`config.mk`:
```
export PLATFORM = sky130hd
export DESIGN_NAME = cnt_fnd_drv_flat
export DESIGN_NICKNAME = d
export VERILOG_FILES = /design/src/rtl/fnd_pkg.sv /design/src/rtl/cnt_fnd_drv_if.sv /design/src/rtl/bin2bcd_seq.sv /design/src/rtl/cnt_fnd_drv.sv /design/src/flat_wrapper.sv
export SDC_FILE = /design/constraint.sdc
export NUM_CORES = 1
export LEC_CHECK = 0
export CORE_MARGIN = 2
export CORE_UTILIZATION = 35
export CTS_BUF_LIST = sky130_fd_sc_hd__clkbuf_4 sky130_fd_sc_hd__clkbuf_8
export CTS_CLUSTER_SIZE = 24
export DETAILED_ROUTE_END_ITERATION = 12
export PLACE_DENSITY_LB_ADDON = 0.1
export SLEW_MARGIN = 30
export SYNTH_ARGS = -nofsm -noshare
export SYNTH_HDL_FRONTEND = slang
export SYNTH_SLANG_ARGS = --single-unit
```
`constraint.sdc`:
```
create_clock -name i_clk -period 2.45 [get_ports i_clk]
set_input_delay 0.6125 -clock i_clk [delete_from_list [all_inputs] [get_ports i_clk]]
set_output_delay 0.6125 -clock i_clk [all_outputs]
set_load 0.1 [all_outputs]
```
`src/rtl/fnd_pkg.sv`:
```
// rtl/fnd_pkg.sv - shared FSM encoding, segment constants and nibble decode
package fnd_pkg;

  typedef enum logic [1:0] {
    IDLE  = 2'd0,
    SHIFT = 2'd1,
    DONE  = 2'd2
  } state_e;

  // Active-low gfedcba for a common-anode module
  localparam logic [6:0] SEG_0     = 7'h40;
  localparam logic [6:0] SEG_1     = 7'h79;
  localparam logic [6:0] SEG_2     = 7'h24;
  localparam logic [6:0] SEG_3     = 7'h30;
  localparam logic [6:0] SEG_4     = 7'h19;
  localparam logic [6:0] SEG_5     = 7'h12;
  localparam logic [6:0] SEG_6     = 7'h02;
  localparam logic [6:0] SEG_7     = 7'h78;
  localparam logic [6:0] SEG_8     = 7'h00;
  localparam logic [6:0] SEG_9     = 7'h10;
  localparam logic [6:0] SEG_BLANK = 7'h7F;

  function automatic logic [6:0] seg_decode(input logic [3:0] nib);
    case (nib)
      4'd0:    return SEG_0;
      4'd1:    return SEG_1;
      4'd2:    return SEG_2;
      4'd3:    return SEG_3;
      4'd4:    return SEG_4;
      4'd5:    return SEG_5;
      4'd6:    return SEG_6;
      4'd7:    return SEG_7;
      4'd8:    return SEG_8;
      4'd9:    return SEG_9;
      default: return SEG_BLANK;
    endcase
  endfunction

endpackage

```
`src/rtl/cnt_fnd_drv_if.sv`:
```
// rtl/cnt_fnd_drv_if.sv - count input and FND drive outputs of the display driver
interface cnt_fnd_drv_if #(
  parameter int BW_CNT = 4,
  parameter int NDIG   = 2
);
  logic [BW_CNT-1:0] i_cnt;
  logic [6:0]        o_seg;
  logic [NDIG-1:0]   o_com;
  logic              o_busy;

  modport master (output i_cnt, input  o_seg, o_com, o_busy);
  modport slave  (input  i_cnt, output o_seg, o_com, o_busy);
endinterface

```
`src/rtl/bin2bcd_seq.sv`:
```
// rtl/bin2bcd_seq.sv - sequential double-dabble converter, restarts whenever the count changes
module bin2bcd_seq
  import fnd_pkg::*;
#(
  parameter int BW_CNT = 4,
  parameter int NDIG   = 2
) (
  input  logic                clk_i,
  input  logic                rst_ni,
  input  logic [BW_CNT-1:0]   cnt_i,
  output logic [4*NDIG-1:0]   bcd_o,
  output logic                done_o,
  output logic                busy_o
);
  localparam int BW_BCD = 4 * NDIG;
  localparam int CW     = $clog2(BW_CNT + 1);

  state_e              state_q, state_d;
  logic [BW_CNT-1:0]   last_q, last_d;
  logic [BW_CNT-1:0]   shreg_q, shreg_d;
  logic [BW_BCD-1:0]   bcd_q, bcd_d, bcd_adj;
  logic [CW-1:0]       bitcnt_q, bitcnt_d;
  logic                busy_q, busy_d;

  always_ff @(posedge clk_i or negedge rst_ni) begin
    if (!rst_ni) begin
      state_q  <= IDLE;
      last_q   <= '0;
      shreg_q  <= '0;
      bcd_q    <= '0;
      bitcnt_q <= '0;
      busy_q   <= 1'b0;
    end else begin
      state_q  <= state_d;
      last_q   <= last_d;
      shreg_q  <= shreg_d;
      bcd_q    <= bcd_d;
      bitcnt_q <= bitcnt_d;
      busy_q   <= busy_d;
    end
  end

  always_comb begin
    bcd_adj = bcd_q;
    for (int n = 0; n < NDIG; n++) begin
      if (bcd_q[4*n +: 4] >= 4'd5) bcd_adj[4*n +: 4] = bcd_q[4*n +: 4] + 4'd3;
    end
  end

  always_comb begin
    state_d  = state_q;
    last_d   = last_q;
    shreg_d  = shreg_q;
    bcd_d    = bcd_q;
    bitcnt_d = bitcnt_q;
    busy_d   = busy_q;
    case (state_q)
      IDLE: begin
        if (cnt_i != last_q) begin
          last_d   = cnt_i;
          shreg_d  = cnt_i;
          bcd_d    = '0;
          bitcnt_d = CW'(BW_CNT);
          busy_d   = 1'b1;
          state_d  = SHIFT;
        end
      end
      SHIFT: begin
        // The top BCD bit falls off, so the result wraps at 10^NDIG
        {bcd_d, shreg_d} = {bcd_adj[BW_BCD-2:0], shreg_q, 1'b0};
        bitcnt_d = bitcnt_q - CW'(1);
        if (bitcnt_q == CW'(1)) state_d = DONE;
      end
      DONE: begin
        busy_d  = 1'b0;
        state_d = IDLE;
      end
      default: state_d = IDLE;
    endcase
  end

  assign bcd_o  = bcd_q;
  assign done_o = (state_q == DONE);
  assign busy_o = busy_q;

endmodule

```
`src/rtl/cnt_fnd_drv.sv`:
```
// rtl/cnt_fnd_drv.sv - counter-to-FND driver: BCD conversion plus multiplexed digit scan
module cnt_fnd_drv
  import fnd_pkg::*;
#(
  parameter int BW_CNT  = 4,
  parameter int NDIG    = 2,
  parameter int SCANDIV = 4
) (
  input  logic          i_clk,
  input  logic          i_rstn,
  cnt_fnd_drv_if.slave  bus
);
  localparam int IW = (NDIG > 1) ? $clog2(NDIG) : 1;
  localparam int RW = (SCANDIV > 1) ? $clog2(SCANDIV) : 1;
  localparam logic [IW-1:0] IDX_LAST = IW'(NDIG - 1);
  localparam logic [RW-1:0] REF_LAST = RW'(SCANDIV - 1);

  logic [4*NDIG-1:0] bcd;
  logic              conv_done;
  logic              conv_busy;

  logic [4*NDIG-1:0] dig_q, dig_d;
  logic [RW-1:0]     ref_q, ref_d;
  logic [IW-1:0]     idx_q, idx_d;
  logic [6:0]        seg_q, seg_d;
  logic [NDIG-1:0]   com_q, com_d;

  bin2bcd_seq #(
    .BW_CNT (BW_CNT),
    .NDIG   (NDIG)
  ) u_conv (
    .clk_i  (i_clk),
    .rst_ni (i_rstn),
    .cnt_i  (bus.i_cnt),
    .bcd_o  (bcd),
    .done_o (conv_done),
    .busy_o (conv_busy)
  );

  // idx resets to the last digit so the first scan slot lands on digit 0
  always_ff @(posedge i_clk or negedge i_rstn) begin
    if (!i_rstn) begin
      dig_q <= '0;
      ref_q <= '0;
      idx_q <= IDX_LAST;
      seg_q <= SEG_BLANK;
      com_q <= '1;
    end else begin
      dig_q <= dig_d;
      ref_q <= ref_d;
      idx_q <= idx_d;
      seg_q <= seg_d;
      com_q <= com_d;
    end
  end

  always_comb begin
    dig_d = conv_done ? bcd : dig_q;
    ref_d = ref_q + RW'(1);
    idx_d = idx_q;
    seg_d = seg_q;
    com_d = com_q;
    if (ref_q == REF_LAST) begin
      ref_d = '0;
      idx_d = (idx_q == IDX_LAST) ? '0 : idx_q + IW'(1);
      com_d = ~(NDIG'(1) << idx_d);
      seg_d = seg_decode(dig_q[4*int'(idx_d) +: 4]);
    end
  end

  assign bus.o_seg  = seg_q;
  assign bus.o_com  = com_q;
  assign bus.o_busy = conv_busy;

endmodule
```
`src/flat_wrapper.sv`:
```
// flat-port wrapper written by rule: the top's interface ports become plain ports
module cnt_fnd_drv_flat import fnd_pkg::*;
#(
  parameter int BW_CNT  = 4,
  parameter int NDIG    = 2,
  parameter int SCANDIV = 4
)
  (i_clk, i_rstn, bus_i_cnt, bus_o_seg, bus_o_com, bus_o_busy);
  cnt_fnd_drv_if #(.BW_CNT(BW_CNT), .NDIG(NDIG)) bus_i ();
  input  logic i_clk;
  input  logic i_rstn;
  input wire logic [$bits(bus_i.i_cnt)-1:0] bus_i_cnt;
  output wire logic [$bits(bus_i.o_seg)-1:0] bus_o_seg;
  output wire logic [$bits(bus_i.o_com)-1:0] bus_o_com;
  output wire logic [$bits(bus_i.o_busy)-1:0] bus_o_busy;
  assign bus_i.i_cnt = bus_i_cnt;
  assign bus_o_seg = bus_i.o_seg;
  assign bus_o_com = bus_i.o_com;
  assign bus_o_busy = bus_i.o_busy;
  cnt_fnd_drv #(.BW_CNT(BW_CNT), .NDIG(NDIG), .SCANDIV(SCANDIV)) u_core (.i_clk(i_clk), .i_rstn(i_rstn), .bus(bus_i));
endmodule
```
==> flow_summary.ini <==
[critical_path]
critPathArrivalTime_ns = 2.19
critical_path_peak_fanout = 19
startpoint_type_of_the_worst_setup_path = input port
path_class = input port to flop
worst_setup_path_end_kind = flop
critPathRequiredTime_ns = 2.62

[clocking]
hold_buffers = 0
worst_setup_hold_path_clk_slew_ns = 0.08
clk_root_buffer_cell = sky130_fd_sc_hd__clkbuf_8
worstSkewPairLatency_ns = 0.29
htreeDepth = 2
clock_tree_from_tritoncts = built
post_cts_resized = 0
tritoncts.num_buffers = 5
cts_sinks = 41
cts_buffer_depth = 2
cts.repair_timing.setup_buffer_count = 0

[grt]
grt_pass1_wl_um = 6640
globalRouteTotalUtil_pct = 13.5
grt_pass1_vias = 1374
antenna_found_initial = 0
grt_overflow = 0
largest_net_degree_at_the_start_of_global_routing = 20

[synthesis]
synth_fp_nets = 198
synth_seq_area_share_pct = 50.8
avgSynthCellArea_um2 = 11.4
synthesis.yosys.warnings = 0
yosys.cell_types.count = 35
synth-seq-cells = 41
post_synth_instance_area_um2 = 2040
synth_area_leaders = sky130_fd_sc_hd__dfrtp_1 (39%), sky130_fd_sc_hd__dfstp_2 (12%), sky130_fd_sc_hd__mux2_2 (8.3%)
synthDominantCellAreaShare_pct = 39.2
post-synth-top-area-cell = sky130_fd_sc_hd__dfrtp_1
syn-instance-count = 180

[power]
power.density_cell_area_nw_per_um2 = 1380
power_leakage_nw = 1.09
ir_drop_v = 0.000606

[layout]
layout.nets = 216
design_area_um2 = 2400
syn_to_final_growth_pct = 17.3
post_route_cells_drive_above_1_share_pct = 25.1
antenna_cells = 0
post_layout_nonfiller_instances = 271

[detailed_routing]
via_count = 1349
ant_nets = 0
routed_wirelength_um = 3780
vias_per_cell = 4.98
post-route-drc-count = 0
routed_wire_length_per_instance_um = 13.9
drtIter0Drc = 50
drtPass1Iterations = 4

[place]
worst_slack_after_detailed_placement_ns = 0.145
io_buffers = 15
dpl_cell_area_um2 = 2260
gp_routability_congestion = 0.765
dpl.hpwl_um = 2820
count_of_placed_standard_cells_including_taps = 263

[die]
core-area_um2 = 5570
initial_core_util_pct = 36.7
die_area_um2 = 6460
row_count = 27
io_pins = 16
die_height_um = 80.4
fp.dieW_um = 80.4

[timing]
rsz0062_at_grt = no
maxClockFrequency_mhz = 495
final-max-slew-violation-count = 0
final.setup_skew_ns = 0.00519
fin_crit_sh_pct = 82.5
worst_slew_pin_slew_ns = 0.537
finalHoldViolations = 0
tns_ns = 0
worst_slack_ns = 0.429
maxSlewHeadroom_pct = 63.2
final_period_minus_worst_setup_slack_ns = 2.02
timing.final.setup_violations = 0

[worst_hold_path]
timing.hold.worst.class = input port to async pin

[outcome]
run_status = finished, final reports clean

[job]
max-cap-violations = 0
-- where the power goes --
part / total, mW / switching (mW) / internal, mW
registers: 1.14 / 0.177 / 0.962
logic: 1.52 / 0.946 / 0.574
clock network: 0.639 / 0.234 / 0.405
-- layout make-up --
| type | count | area (um2) |
|---|---|---|
| inverter | 13 | 48.8 |
| clock inverter | 3 | 65.1 |
| multi-input combinational | 117 | 903 |
| clock buffer | 5 | 68.8 |
| fill | 543 | 3180 |
| timing repair buffer | 20 | 183 |
| tap | 72 | 90.1 |
| sequential | 41 | 1040 |
-- cells in the final DEF (no fill, tap or decap), types with 3 or more instances in the layout --
cell type	n
sky130_fd_sc_hd__xor2_1	6
sky130_fd_sc_hd__a21oi_1	9
sky130_fd_sc_hd__nor2_1	5
sky130_fd_sc_hd__o21ai_0	10
sky130_fd_sc_hd__dfrtp_1	32
sky130_fd_sc_hd__ha_1	12
sky130_fd_sc_hd__a22o_1	5
sky130_fd_sc_hd__buf_4	13
sky130_fd_sc_hd__dfstp_2	9
sky130_fd_sc_hd__clkdlybuf4s50_1	4
sky130_fd_sc_hd__nand2b_1	6
sky130_fd_sc_hd__mux2_2	15
sky130_fd_sc_hd__o22ai_1	5
sky130_fd_sc_hd__a22oi_1	3
sky130_fd_sc_hd__nand2_1	12
sky130_fd_sc_hd__a21o_1	3
sky130_fd_sc_hd__clkbuf_8	5
sky130_fd_sc_hd__inv_1	13
sky130_fd_sc_hd__mux2i_1	6
-- critical path, stage by stage --
cell                              delay (ns)
sky130_fd_sc_hd__clkdlybuf4s50_1        0.46
sky130_fd_sc_hd__xor2_1                 0.19
sky130_fd_sc_hd__o41a_1                 0.45
sky130_fd_sc_hd__buf_12                 0.17
sky130_fd_sc_hd__a22oi_1                0.18
sky130_fd_sc_hd__o21ai_0                0.11
-- per-stage QoR --
stage                     util [%]  power, mW  hold WS [ns]
after CTS                     43.0       3.34         0.239
after detailed placement      40.6       2.69         0.425
final                         43.0       3.30         0.229
after global placement        40.6       2.65         0.414
after global routing          43.0       3.54         0.245
after floorplan                  -       2.35         0.317
-- final timing paths --
path	cells past startpoint	to	from	slack, ns
worst max register to register	6	u_core.bus.o_seg[1]	u_core.bus.o_com[0]	0.54
min in group i_clk	1	u_core.ref_q[0]	u_core.ref_q[0]	0.43
max in group asynchronous	2	u_core.bus.o_com[1]	i_rstn	1.61
worst min-delay path	1	u_core.u_conv.bcd_o[4]	i_rstn	0.23
worst max-delay path	6	u_core.u_conv.shreg_q[2]	bus_i_cnt[2]	0.43
worst min register to register	1	u_core.ref_q[0]	u_core.ref_q[0]	0.43
-- metal layers --
| layer | GRT usage (%) | routed length, um | vias up |
|---|---|---|---|
| met5 | 0 | 0 | - |
| met4 | 4.58 | 52 | 0 |
| met3 | 3.82 | 138 | 5 |
| met2 | 20.8 | 1800 | 22 |
| met1 | 18.1 | 1790 | 658 |
| li1 | - | - | 664 |
-- cell families after synthesis --
kind of cell | Yosys count | synth area share (%)
compound gates | 45 | 14.8
flops | 41 | 50.8
simple gates | 31 | 7.47
buf+inv | 22 | 5.02
mux | 21 | 11.2
fa+ha+maj | 12 | 7.35
xor+xnor | 8 | 3.43
-- registers in the layout (all words and copies together), names as in the netlist --
register,cells
u_core.u_conv.bcd_o,8
u_core.dig_q,8
u_core.u_conv.bitcnt_q,3
u_core.u_conv.shreg_q,4
u_core.u_conv.last_q,4
u_core.u_conv.busy_o,1
u_core.u_conv.state_q,2
u_core.bus.o_com,2
u_core.ref_q,2
u_core.bus.o_seg,7
-- synth_stat cells, drive strengths merged --
library cell	n
a21o	3
a21oi	9
a22o	5
a22oi	3
a32o	2
and3	1
buf	4
clkbuf	5
dfrtp	32
dfstp	9
ha	12
inv	13
mux2	15
mux2i	6
nand2	12
nand2b	6
nand3	2
nor2	6
nor2b	1
nor3	1
o211ai	1
o21a	1
o21ai	11
o21bai	1
o22ai	5
o31ai	3
o41a	1
or3	2
xnor2	2
xor2	6
(Power assumes the default switching activity.)
